[config.mk]
export PLATFORM = sky130hd
export DESIGN_NAME = environment_timing_responder
export DESIGN_NICKNAME = d
export VERILOG_FILES = /design/src/rtl/environment_timing_pkg.sv /design/src/rtl/pulse_interval_timer.sv /design/src/rtl/environment_timing_responder.sv
export SDC_FILE = /design/constraint.sdc
export NUM_CORES = 1
export LEC_CHECK = 0
export ABC_AREA = 1
export CAP_MARGIN = 30
export CORE_ASPECT_RATIO = 0.6
export CORE_MARGIN = 1.5
export CORE_UTILIZATION = 53
export CTS_BUF_LIST = sky130_fd_sc_hd__clkbuf_8
export CTS_CLUSTER_SIZE = 10
export DETAILED_ROUTE_END_ITERATION = 6
export MAX_ROUTING_LAYER = met4
export PLACE_DENSITY = 0.81
export SLEW_MARGIN = 20
export SYNTH_ARGS = -nofsm -noshare
export SYNTH_HDL_FRONTEND = slang
export SYNTH_SLANG_ARGS = --single-unit
[constraint.sdc]
create_clock -name SC_STATEMACHINE_ENVIRONMENT_CLOCK_50 -period 2.2 [get_ports SC_STATEMACHINE_ENVIRONMENT_CLOCK_50]
set_input_delay 0.22 -clock SC_STATEMACHINE_ENVIRONMENT_CLOCK_50 [delete_from_list [all_inputs] [get_ports SC_STATEMACHINE_ENVIRONMENT_CLOCK_50]]
set_output_delay 0.22 -clock SC_STATEMACHINE_ENVIRONMENT_CLOCK_50 [all_outputs]
set_load 0.02 [all_outputs]
[src/rtl/environment_timing_pkg.sv]
// Shared screen codes and timer state encoding for the environment timing responder.
// Imported by the top level and by the generic interval timer.
package environment_timing_pkg;

    localparam logic [2:0] CODE_NONE     = 3'b000;
    localparam logic [2:0] CODE_START_TR = 3'b001;
    localparam logic [2:0] CODE_LOSE     = 3'b010;
    localparam logic [2:0] CODE_WIN      = 3'b011;
    localparam logic [2:0] CODE_TR1      = 3'b100;
    localparam logic [2:0] CODE_TR2      = 3'b101;
    localparam logic [2:0] CODE_TR3      = 3'b110;

    typedef enum logic [1:0] {
        IDLE  = 2'd0,
        COUNT = 2'd1,
        FIRE  = 2'd2
    } timer_state_t;

    // Lose and win screens use the long dwell; every other non-idle code uses the short one.
    function automatic logic is_end_code(input logic [2:0] code);
        return (code == CODE_LOSE) || (code == CODE_WIN);
    endfunction

endpackage

[src/rtl/pulse_interval_timer.sv]
// Generic Moore interval timer: while run holds, emits a one-cycle low pulse every ticks cycles.
// restart re-arms the period from zero; clear drops straight back to IDLE.
module pulse_interval_timer
    import environment_timing_pkg::*;
#(
    parameter int CW = 28
) (
    input  logic          SC_STATEMACHINE_ENVIRONMENT_CLOCK_50,
    input  logic          SC_STATEMACHINE_ENVIRONMENT_RESET_InLow,
    input  logic          run,
    input  logic          restart,
    input  logic          clear,
    input  logic [CW-1:0] ticks,
    output logic          pulse_low,
    output logic          busy
);

    timer_state_t  state;
    logic [CW-1:0] cnt;
    logic [CW-1:0] terminal;

    // The >= comparison lets a shortened period fire at once instead of counting past it.
    assign terminal = ticks - CW'(2);

    always_ff @(posedge SC_STATEMACHINE_ENVIRONMENT_CLOCK_50 or negedge SC_STATEMACHINE_ENVIRONMENT_RESET_InLow) begin
        if (!SC_STATEMACHINE_ENVIRONMENT_RESET_InLow) begin
            state     <= IDLE;
            cnt       <= '0;
            pulse_low <= 1'b1;
            busy      <= 1'b0;
        end else if (clear || !run) begin
            state     <= IDLE;
            cnt       <= '0;
            pulse_low <= 1'b1;
            busy      <= 1'b0;
        end else begin
            busy <= 1'b1;
            case (state)
                IDLE: begin
                    state     <= COUNT;
                    cnt       <= '0;
                    pulse_low <= 1'b1;
                end
                COUNT: begin
                    if (restart) begin
                        state     <= COUNT;
                        cnt       <= '0;
                        pulse_low <= 1'b1;
                    end else if (cnt >= terminal) begin
                        state     <= FIRE;
                        cnt       <= '0;
                        pulse_low <= 1'b0;
                    end else begin
                        state     <= COUNT;
                        cnt       <= cnt + CW'(1);
                        pulse_low <= 1'b1;
                    end
                end
                FIRE: begin
                    state     <= COUNT;
                    cnt       <= '0;
                    pulse_low <= 1'b1;
                end
                default: begin
                    state     <= IDLE;
                    cnt       <= '0;
                    pulse_low <= 1'b1;
                    busy      <= 1'b0;
                end
            endcase
        end
    end

endmodule

[src/rtl/environment_timing_responder.sv]
// Timing partner of the environment screen FSM: dwell expiry pulses for transition/lose/win
// screens and the level-dependent road-scroll tick during play.
module environment_timing_responder
    import environment_timing_pkg::*;
#(
    parameter int CW            = 28,
    parameter int TRAN_TICKS    = 150000000,
    parameter int END_TICKS     = 250000000,
    parameter int DOWN_TICKS_L1 = 5000000,
    parameter int DOWN_TICKS_L2 = 3000000,
    parameter int DOWN_TICKS_L3 = 2000000
) (
    input  logic       SC_STATEMACHINE_ENVIRONMENT_CLOCK_50,
    input  logic       SC_STATEMACHINE_ENVIRONMENT_RESET_InLow,
    input  logic       ENABLECOUNT_InLow,
    input  logic [2:0] SELECTIONTRAN_InBus,
    input  logic       SCREENSELECTOR_In,
    input  logic [2:0] LEVEL_InBus,
    input  logic       CLEAR_InLow,
    output logic       TRANSITION_OutLow,
    output logic       DOWN_OutLow,
    output logic       BUSY_Out
);

    localparam logic [CW-1:0] TRAN_T = CW'(TRAN_TICKS);
    localparam logic [CW-1:0] END_T  = CW'(END_TICKS);
    localparam logic [CW-1:0] L1_T   = CW'(DOWN_TICKS_L1);
    localparam logic [CW-1:0] L2_T   = CW'(DOWN_TICKS_L2);
    localparam logic [CW-1:0] L3_T   = CW'(DOWN_TICKS_L3);

    logic [2:0]    prev_code;
    logic          dwell_run;
    logic          dwell_restart;
    logic [CW-1:0] dwell_ticks;
    logic          scroll_run;
    logic [CW-1:0] scroll_ticks;
    logic          clear;
    logic          scroll_busy_unused;

    // A screen code change while the dwell runs means the FSM moved on; the dwell restarts.
    always_ff @(posedge SC_STATEMACHINE_ENVIRONMENT_CLOCK_50 or negedge SC_STATEMACHINE_ENVIRONMENT_RESET_InLow) begin
        if (!SC_STATEMACHINE_ENVIRONMENT_RESET_InLow) begin
            prev_code <= CODE_NONE;
        end else begin
            prev_code <= SELECTIONTRAN_InBus;
        end
    end

    assign clear         = !CLEAR_InLow;
    assign dwell_run     = !ENABLECOUNT_InLow && (SELECTIONTRAN_InBus != CODE_NONE);
    assign dwell_restart = SELECTIONTRAN_InBus != prev_code;
    assign dwell_ticks   = is_end_code(SELECTIONTRAN_InBus) ? END_T : TRAN_T;
    assign scroll_run    = !SCREENSELECTOR_In && ENABLECOUNT_InLow;

    always_comb begin
        scroll_ticks = L1_T;
        case (LEVEL_InBus)
            3'd2:    scroll_ticks = L2_T;
            3'd3:    scroll_ticks = L3_T;
            default: scroll_ticks = L1_T;
        endcase
    end

    pulse_interval_timer #(.CW(CW)) u_dwell_timer (
        .SC_STATEMACHINE_ENVIRONMENT_CLOCK_50    (SC_STATEMACHINE_ENVIRONMENT_CLOCK_50),
        .SC_STATEMACHINE_ENVIRONMENT_RESET_InLow (SC_STATEMACHINE_ENVIRONMENT_RESET_InLow),
        .run                                     (dwell_run),
        .restart                                 (dwell_restart),
        .clear                                   (clear),
        .ticks                                   (dwell_ticks),
        .pulse_low                               (TRANSITION_OutLow),
        .busy                                    (BUSY_Out)
    );

    pulse_interval_timer #(.CW(CW)) u_scroll_timer (
        .SC_STATEMACHINE_ENVIRONMENT_CLOCK_50    (SC_STATEMACHINE_ENVIRONMENT_CLOCK_50),
        .SC_STATEMACHINE_ENVIRONMENT_RESET_InLow (SC_STATEMACHINE_ENVIRONMENT_RESET_InLow),
        .run                                     (scroll_run),
        .restart                                 (1'b0),
        .clear                                   (clear),
        .ticks                                   (scroll_ticks),
        .pulse_low                               (DOWN_OutLow),
        .busy                                    (scroll_busy_unused)
    );

endmodule

Word-level counts from Yosys, hierarchy flattened
Index checks and enable logic that the tools add are counted.
Widths: inputs -> output; s select.
- register bits: 66
- bits of input ports: 11
- output and inout bits: 3
- word-level logic and storage cells: 64
- $add $sub $neg: 4
- magnitude comparators: 2
- eq/ne operators: 9
- mux-type cells: 25
- reduce and logical (&&, ||, !) cells: 16
- operator list (kind ; count):
    $mux 28 ; 7
    $add 28x1->28 const B ; 2
    $ge 28x28->1 ; 2
    $pmux 23 s2 ; 1
    $sub 28x2->28 const B ; 1
    $mux 27 ; 1
    $sub 23x2->24 const B ; 1
    $eq 3x2->1 const B ; 4
    $mux 2 ; 5
    $mux 1 ; 9
    $pmux 2 s2 ; 2
    $logic_not 1->1 ; 5
    $eq 2x1->1 const B ; 2
    $eq 2x2->1 const B ; 2
    $logic_not 2->1 ; 2
    $reduce_or 2->1 ; 2
    $logic_or 1x1->1 ; 3
    $ne 3x3->1 ; 1
    $reduce_bool 3->1 ; 1
    $reduce_or 3->1 ; 1
    $logic_and 1x1->1 ; 2

Logic depth before layout (Yosys ltp)
- depth after elaboration: 9
- gate-level depth with buffers: 17
- mapped depth without buffers: 16

Cells and area by module
A second synthesis with hierarchy kept.
- cells, all modules: 905
- area total of the unflattened synthesis: 6328.6 sq um
- by module, submodules not included (module ; instances ; cells an instance ; area each (sq um) ; sequential area each (sq um)):
    pulse_interval_timer at u_scroll_timer ; 1 ; 438 ; 3100.5 ; 802.0
    pulse_interval_timer at u_dwell_timer ; 1 ; 436 ; 3037.9 ; 802.0
    environment_timing_responder ; 1 ; 31 ; 190.2 ; 75.1

Least setup slack after synthesis
Ideal clock, no wire load.
- path kind: input-to-reg
- from: in LEVEL_InBus[1]
- to: reg u_scroll_timer.cnt[13]
- setup time: 0.069 ns
- data arrival time: 2.050 ns
- required time: 2.131 ns
- setup slack: 0.081 ns
- stages: 16
- buffers on the path: 1
- path through: inv_1 > nor2_1 > inv_1 > nor2_1 > inv_1 > ha_1 > nand2_1 > inv_1 > o21ai_0 > nand2_1 > nand2_1 > nand2_1 > nor2_4 > nand2_4 > buf_6 > nor2_2
- longest elaborated chain between the ends: 7
- elaborated cells between the ends (all ways): 8
- those cells by class: add/sub: 1; order compare: 1; eq/ne: 2; mux: 4
- RTL lines (item ; line ; source):
    start, declared ; environment_timing_responder.sv:18 ; input logic [2:0] LEVEL_InBus,
    $eq 3x2->1 ; environment_timing_responder.sv:57 ; case (LEVEL_InBus)
    $pmux 23 s2 * ; environment_timing_responder.sv:57 ;
    $sub 23x2->24 * ; pulse_interval_timer.sv:23 ; assign terminal = ticks - CW'(2);
    $ge 28x28->1 * ; pulse_interval_timer.sv:49 ; end else if (cnt >= terminal) begin
    $mux 28 * ; pulse_interval_timer.sv:49 ;
    $mux 28 * ; pulse_interval_timer.sv:38 ; case (state)
    $mux 28 * ; pulse_interval_timer.sv:31 ; end else if (clear || !run) begin
    end signal, assigned ; pulse_interval_timer.sv:55 ; cnt <= cnt + CW'(1);
    end, declared ; pulse_interval_timer.sv:19 ; logic [CW-1:0] cnt;
Every way passes the cells marked *; elsewhere a longest branch is shown, timed or not.

Worst setup path in the final report
- from: in SELECTIONTRAN_InBus[1]
- to: reg u_dwell_timer.cnt[18]
- longest elaborated chain between the ends: 9
- elaborated cells between the ends (all ways): 15
- those cells by class: add/sub: 1; order compare: 1; eq/ne: 3; mux: 5; reduce/logical: 5
- RTL lines (item ; line ; source):
    start, declared ; environment_timing_responder.sv:16 ; input logic [2:0] SELECTIONTRAN_InBus,
    $eq 3x2->1 ; environment_timing_pkg.sv:21 ; return (code == CODE_LOSE) || (code == CODE_WIN);
    $logic_or 1x1->1 ; environment_timing_pkg.sv:21 ;
    $mux 27 ; environment_timing_responder.sv:52 ; assign dwell_ticks = is_end_code(SELECTIONTRAN_InBus) ? END_T : TRAN_T;
    $sub 28x2->28 ; pulse_interval_timer.sv:23 ;
    $ge 28x28->1 ; pulse_interval_timer.sv:49 ;
    $mux 28 ; pulse_interval_timer.sv:49 ;
    $mux 28 ; pulse_interval_timer.sv:45 ; if (restart) begin
    $mux 28 ; pulse_interval_timer.sv:38 ;
    $mux 28 * ; pulse_interval_timer.sv:31 ;
    end signal, assigned ; pulse_interval_timer.sv:55 ;
    end, declared ; pulse_interval_timer.sv:19 ;
Marks and branches as above.

==> flow_summary.json <==
{
  "vias": 3915,
  "hold_depth": 1,
  "core-area_mm2": 0.00785,
  "drive_above_1_share_pct": 21.2,
  "die_w_um": 119,
  "finalPower_mw": 2.32,
  "ir_drop_v": 0.000302,
  "drt_first_iter_violations": 496,
  "h-tree-depth": 3,
  "async_reset_ff_share_pct": 100,
  "die_h_um": 72.6,
  "reg2reg_slack_ns": 0.18,
  "r2r_end": "u_dwell_timer.cnt[18]$_DFF_PN0_",
  "synth_area_leader_cell": "dfrtp_1",
  "grt_pass1_wl_mm": 17.3,
  "tightest_slew_ns": 0.647,
  "hpwl_mm": 7.47,
  "cts_buffers": 9,
  "leakagePower_nw": 2.30,
  "cp.arrival_ns": 2.39,
  "place.port_buffers": 13,
  "area_growth_pct": 21.2,
  "maxCapViolations": 0,
  "skew_ns": 0.0145,
  "setup_tns_ns": 0,
  "fillCellCount": 596,
  "finalSetupViolCount": 0,
  "syn_inst": 563,
  "slew_headroom_pct": 56.8,
  "hold_class": "in -> reg",
  "track_usage_pct": 27.0,
  "reg2reg_depth": 10,
  "clkSinkCount": 66,
  "grt_max_degree": 67,
  "diodes": 0,
  "root_buffer": "clkbuf_8",
  "drt-total-wl_mm": 11.1,
  "fmax_mhz": 466,
  "synth_edf_count": 0,
  "num_rows": 25,
  "wl_per_cell_um": 15.2,
  "ys_top_cells_by_area": "dfrtp_1, nand2_1, nor2_1",
  "antenna_found_initial": 0,
  "finalCritPeriodShare_pct": 97.5,
  "cts_tree": "yes",
  "ys.warnings.count": 0,
  "outcome": "finished clean",
  "fin_crit_ns": 2.14,
  "pin_count": 14,
  "gr-total-overflow": 0,
  "first_global_vias": 3489,
  "holdWs_ns": 0.394,
  "regArea_mm2": 0.00165,
  "multi_input_area_mm2": 0.00254,
  "r2r-start": "u_dwell_timer.cnt[25]$_DFF_PN0_",
  "critical_path_required_ns": 2.44,
  "dieArea_mm2": 0.00865,
  "nets": 654,
  "ant_nets": 0,
  "synth-seq-cells": 66,
  "fin_util_pct": 66.1,
  "cts_buffer_depth": 2,
  "crit_type": "in -> reg",
  "insertion_delay_ns": 0.35,
  "viasPerCell": 5.36,
  "finalHoldViolations": 0,
  "ys.flop_type": "dfrtp_1",
  "synth_top_area_share_pct": 37.4,
  "start_util_pct": 54.6,
  "pre_cts_ws_ns": -0.465,
  "globalplace.congestion": 0.962,
  "cp_max_fo": 7,
  "power_density_mw_per_mm2": 447,
  "synth.distinct_cells": 35,
  "ys_seq_area_share_pct": 38.6,
  "drc": 0,
  "drv_slew": 0,
  "crit_path_end_kind": "flip-flop",
  "critPathLaunchType": "input pin",
  "worst_slack_ns": 0.0557,
  "syn_avg_cell_area_um2": 7.61,
  "drt-pass1-iter-count": 6,
  "clk_pin_slew_ns": 0.08,
  "holdCritStartpoint": "SELECTIONTRAN_InBus[0]",
  "hold_end": "prev_code[0]$_DFF_PN0_",
  "syn-cell-area_mm2": 0.00428
}
[what timing repair did]
action / 4_1_cts / 5_1_grt
buffers inserted: 1 / 4
resized for setup: 11 / 46
setup endpoints to repair: 29 / 56
gates cloned: 3 / 2
endpoints found under the hold margin: 64 / 0
hold buffers: 1 / 0
pin swaps: 3 / 15
[synth_stat cells, types with 2 or more instances]
cell      number
inv_2          2
xnor2_1        7
nor3_4         2
nand3_1       31
nor2_2        19
a21oi_1        9
nand2_2        5
nor3_1        17
ha_1          26
nor2_4         7
nand4_2        3
o21ai_0        9
a21boi_0       2
nor3_2         2
nor2_1        99
dfrtp_1       64
xor2_1        20
dfstp_2        2
nand4_1        9
a31oi_1        4
nand2_1      122
nand3_2        4
inv_1         84
buf_6          3
[stage by stage]
step | cell area, µm² | instances
6_report | 5190 | 730
5_1_grt | 5190 | 730
4_1_cts | 4950 | 724
3_5_place_dp | 4680 | 703
3_3_place_gp | 4680 | 703
2_1_floorplan | 4300 | 566
[flip-flops by register name, summed over array words and instances, names as in the netlist]
| register | count |
|---|---|
| u_dwell_timer.busy | 1 |
| prev_code | 3 |
| u_scroll_timer.pulse_low | 1 |
| u_dwell_timer.pulse_low | 1 |
| u_scroll_timer.cnt | 28 |
| u_dwell_timer.state | 2 |
| u_dwell_timer.cnt | 28 |
| u_scroll_timer.state | 2 |
[layer usage]
layer / part of all wire, % / up-vias / GRT usage (%)
li1: - / 1883 / -
met1: 45 / 1789 / 38.9
met2: 41 / 216 / 36.3
met3: 12 / 27 / 8.83
met4: 1.5 / 0 / 7.36
met5: 0 / - / -
[power by group]
group          switching (mW)  internal [mW]
sequential            0.00472           1.22
combinational          0.0883         0.0626
clock                   0.476          0.464
total                   0.569           1.75
[critical path, stage by stage]
cell and delay (ns):
clkdlybuf4s50_1 0.49, inv_2 0.06, nor2_4 0.09, inv_2 0.08, ha_1 0.30, inv_1 0.05
nor2_1 0.11, nand2_1 0.10, nor2_2 0.12, nand2_1 0.08, nand2_2 0.09, clkinvlp_4 0.25
nand3_4 0.26, nor2_1 0.09
[area by class of cell]
type / instances / share of cell area [%]
Clock buffer: 11 / 2.92
Clock inverter: 5 / 0.578
Inverter: 86 / 6.29
Multi-Input combinational cell: 416 / 49.0
Sequential cell: 66 / 31.9
Tap cell: 108 / 2.60
Timing Repair Buffer: 38 / 6.72
[logic make-up (layout without fill, tap and decap cells)]
group	count (synthesis)	in the layout	synth area share, %
and+or+nand+nor	325	330	36.0
buffers and inverters	89	140	8.32
DFF	66	66	38.6
AOI/OAI and AO/OA	29	29	3.91
xor gates and xnor gates	27	27	5.52
adders and majority gates	26	26	7.59
other	1	4	0.0875
[cells in the final DEF (no fill, tap or decap), types with 5 or more instances in the layout]
cell	Yosys	layout
nor2_2	19	26
ha_1	26	23
nor2_4	7	14
dfrtp_1	64	64
nand4_1	9	9
nor3_1	17	16
o21ai_0	9	8
clkbuf_8	0	11
buf_4	0	18
inv_2	2	5
xnor2_1	7	7
nand3_2	4	5
nand3_1	31	30
a21oi_1	9	6
clkdlybuf4s50_1	0	11
nand2_2	5	14
inv_1	84	81
buf_6	3	5
xor2_1	20	20
nand2_1	122	112
nor2_1	99	85
[how the worst max path moves through the flow]
stage | start | end | slack [ns]
after floorplan | LEVEL_InBus[1] | u_scroll_timer.cnt[13]$_DFF_PN0_ | 0.08
after global placement | LEVEL_InBus[1] | u_scroll_timer.cnt[23]$_DFF_PN0_ | -0.29
after detailed placement | SELECTIONTRAN_InBus[1] | u_dwell_timer.cnt[18]$_DFF_PN0_ | -0.46
after CTS | LEVEL_InBus[1] | u_scroll_timer.cnt[22]$_DFF_PN0_ | 0.007
after global routing | LEVEL_InBus[2] | u_scroll_timer.cnt[9]$_DFF_PN0_ | -0.02
final | SELECTIONTRAN_InBus[1] | u_dwell_timer.cnt[18]$_DFF_PN0_ | 0.06
No activity file was read; power rests on OpenSTA's default activity.
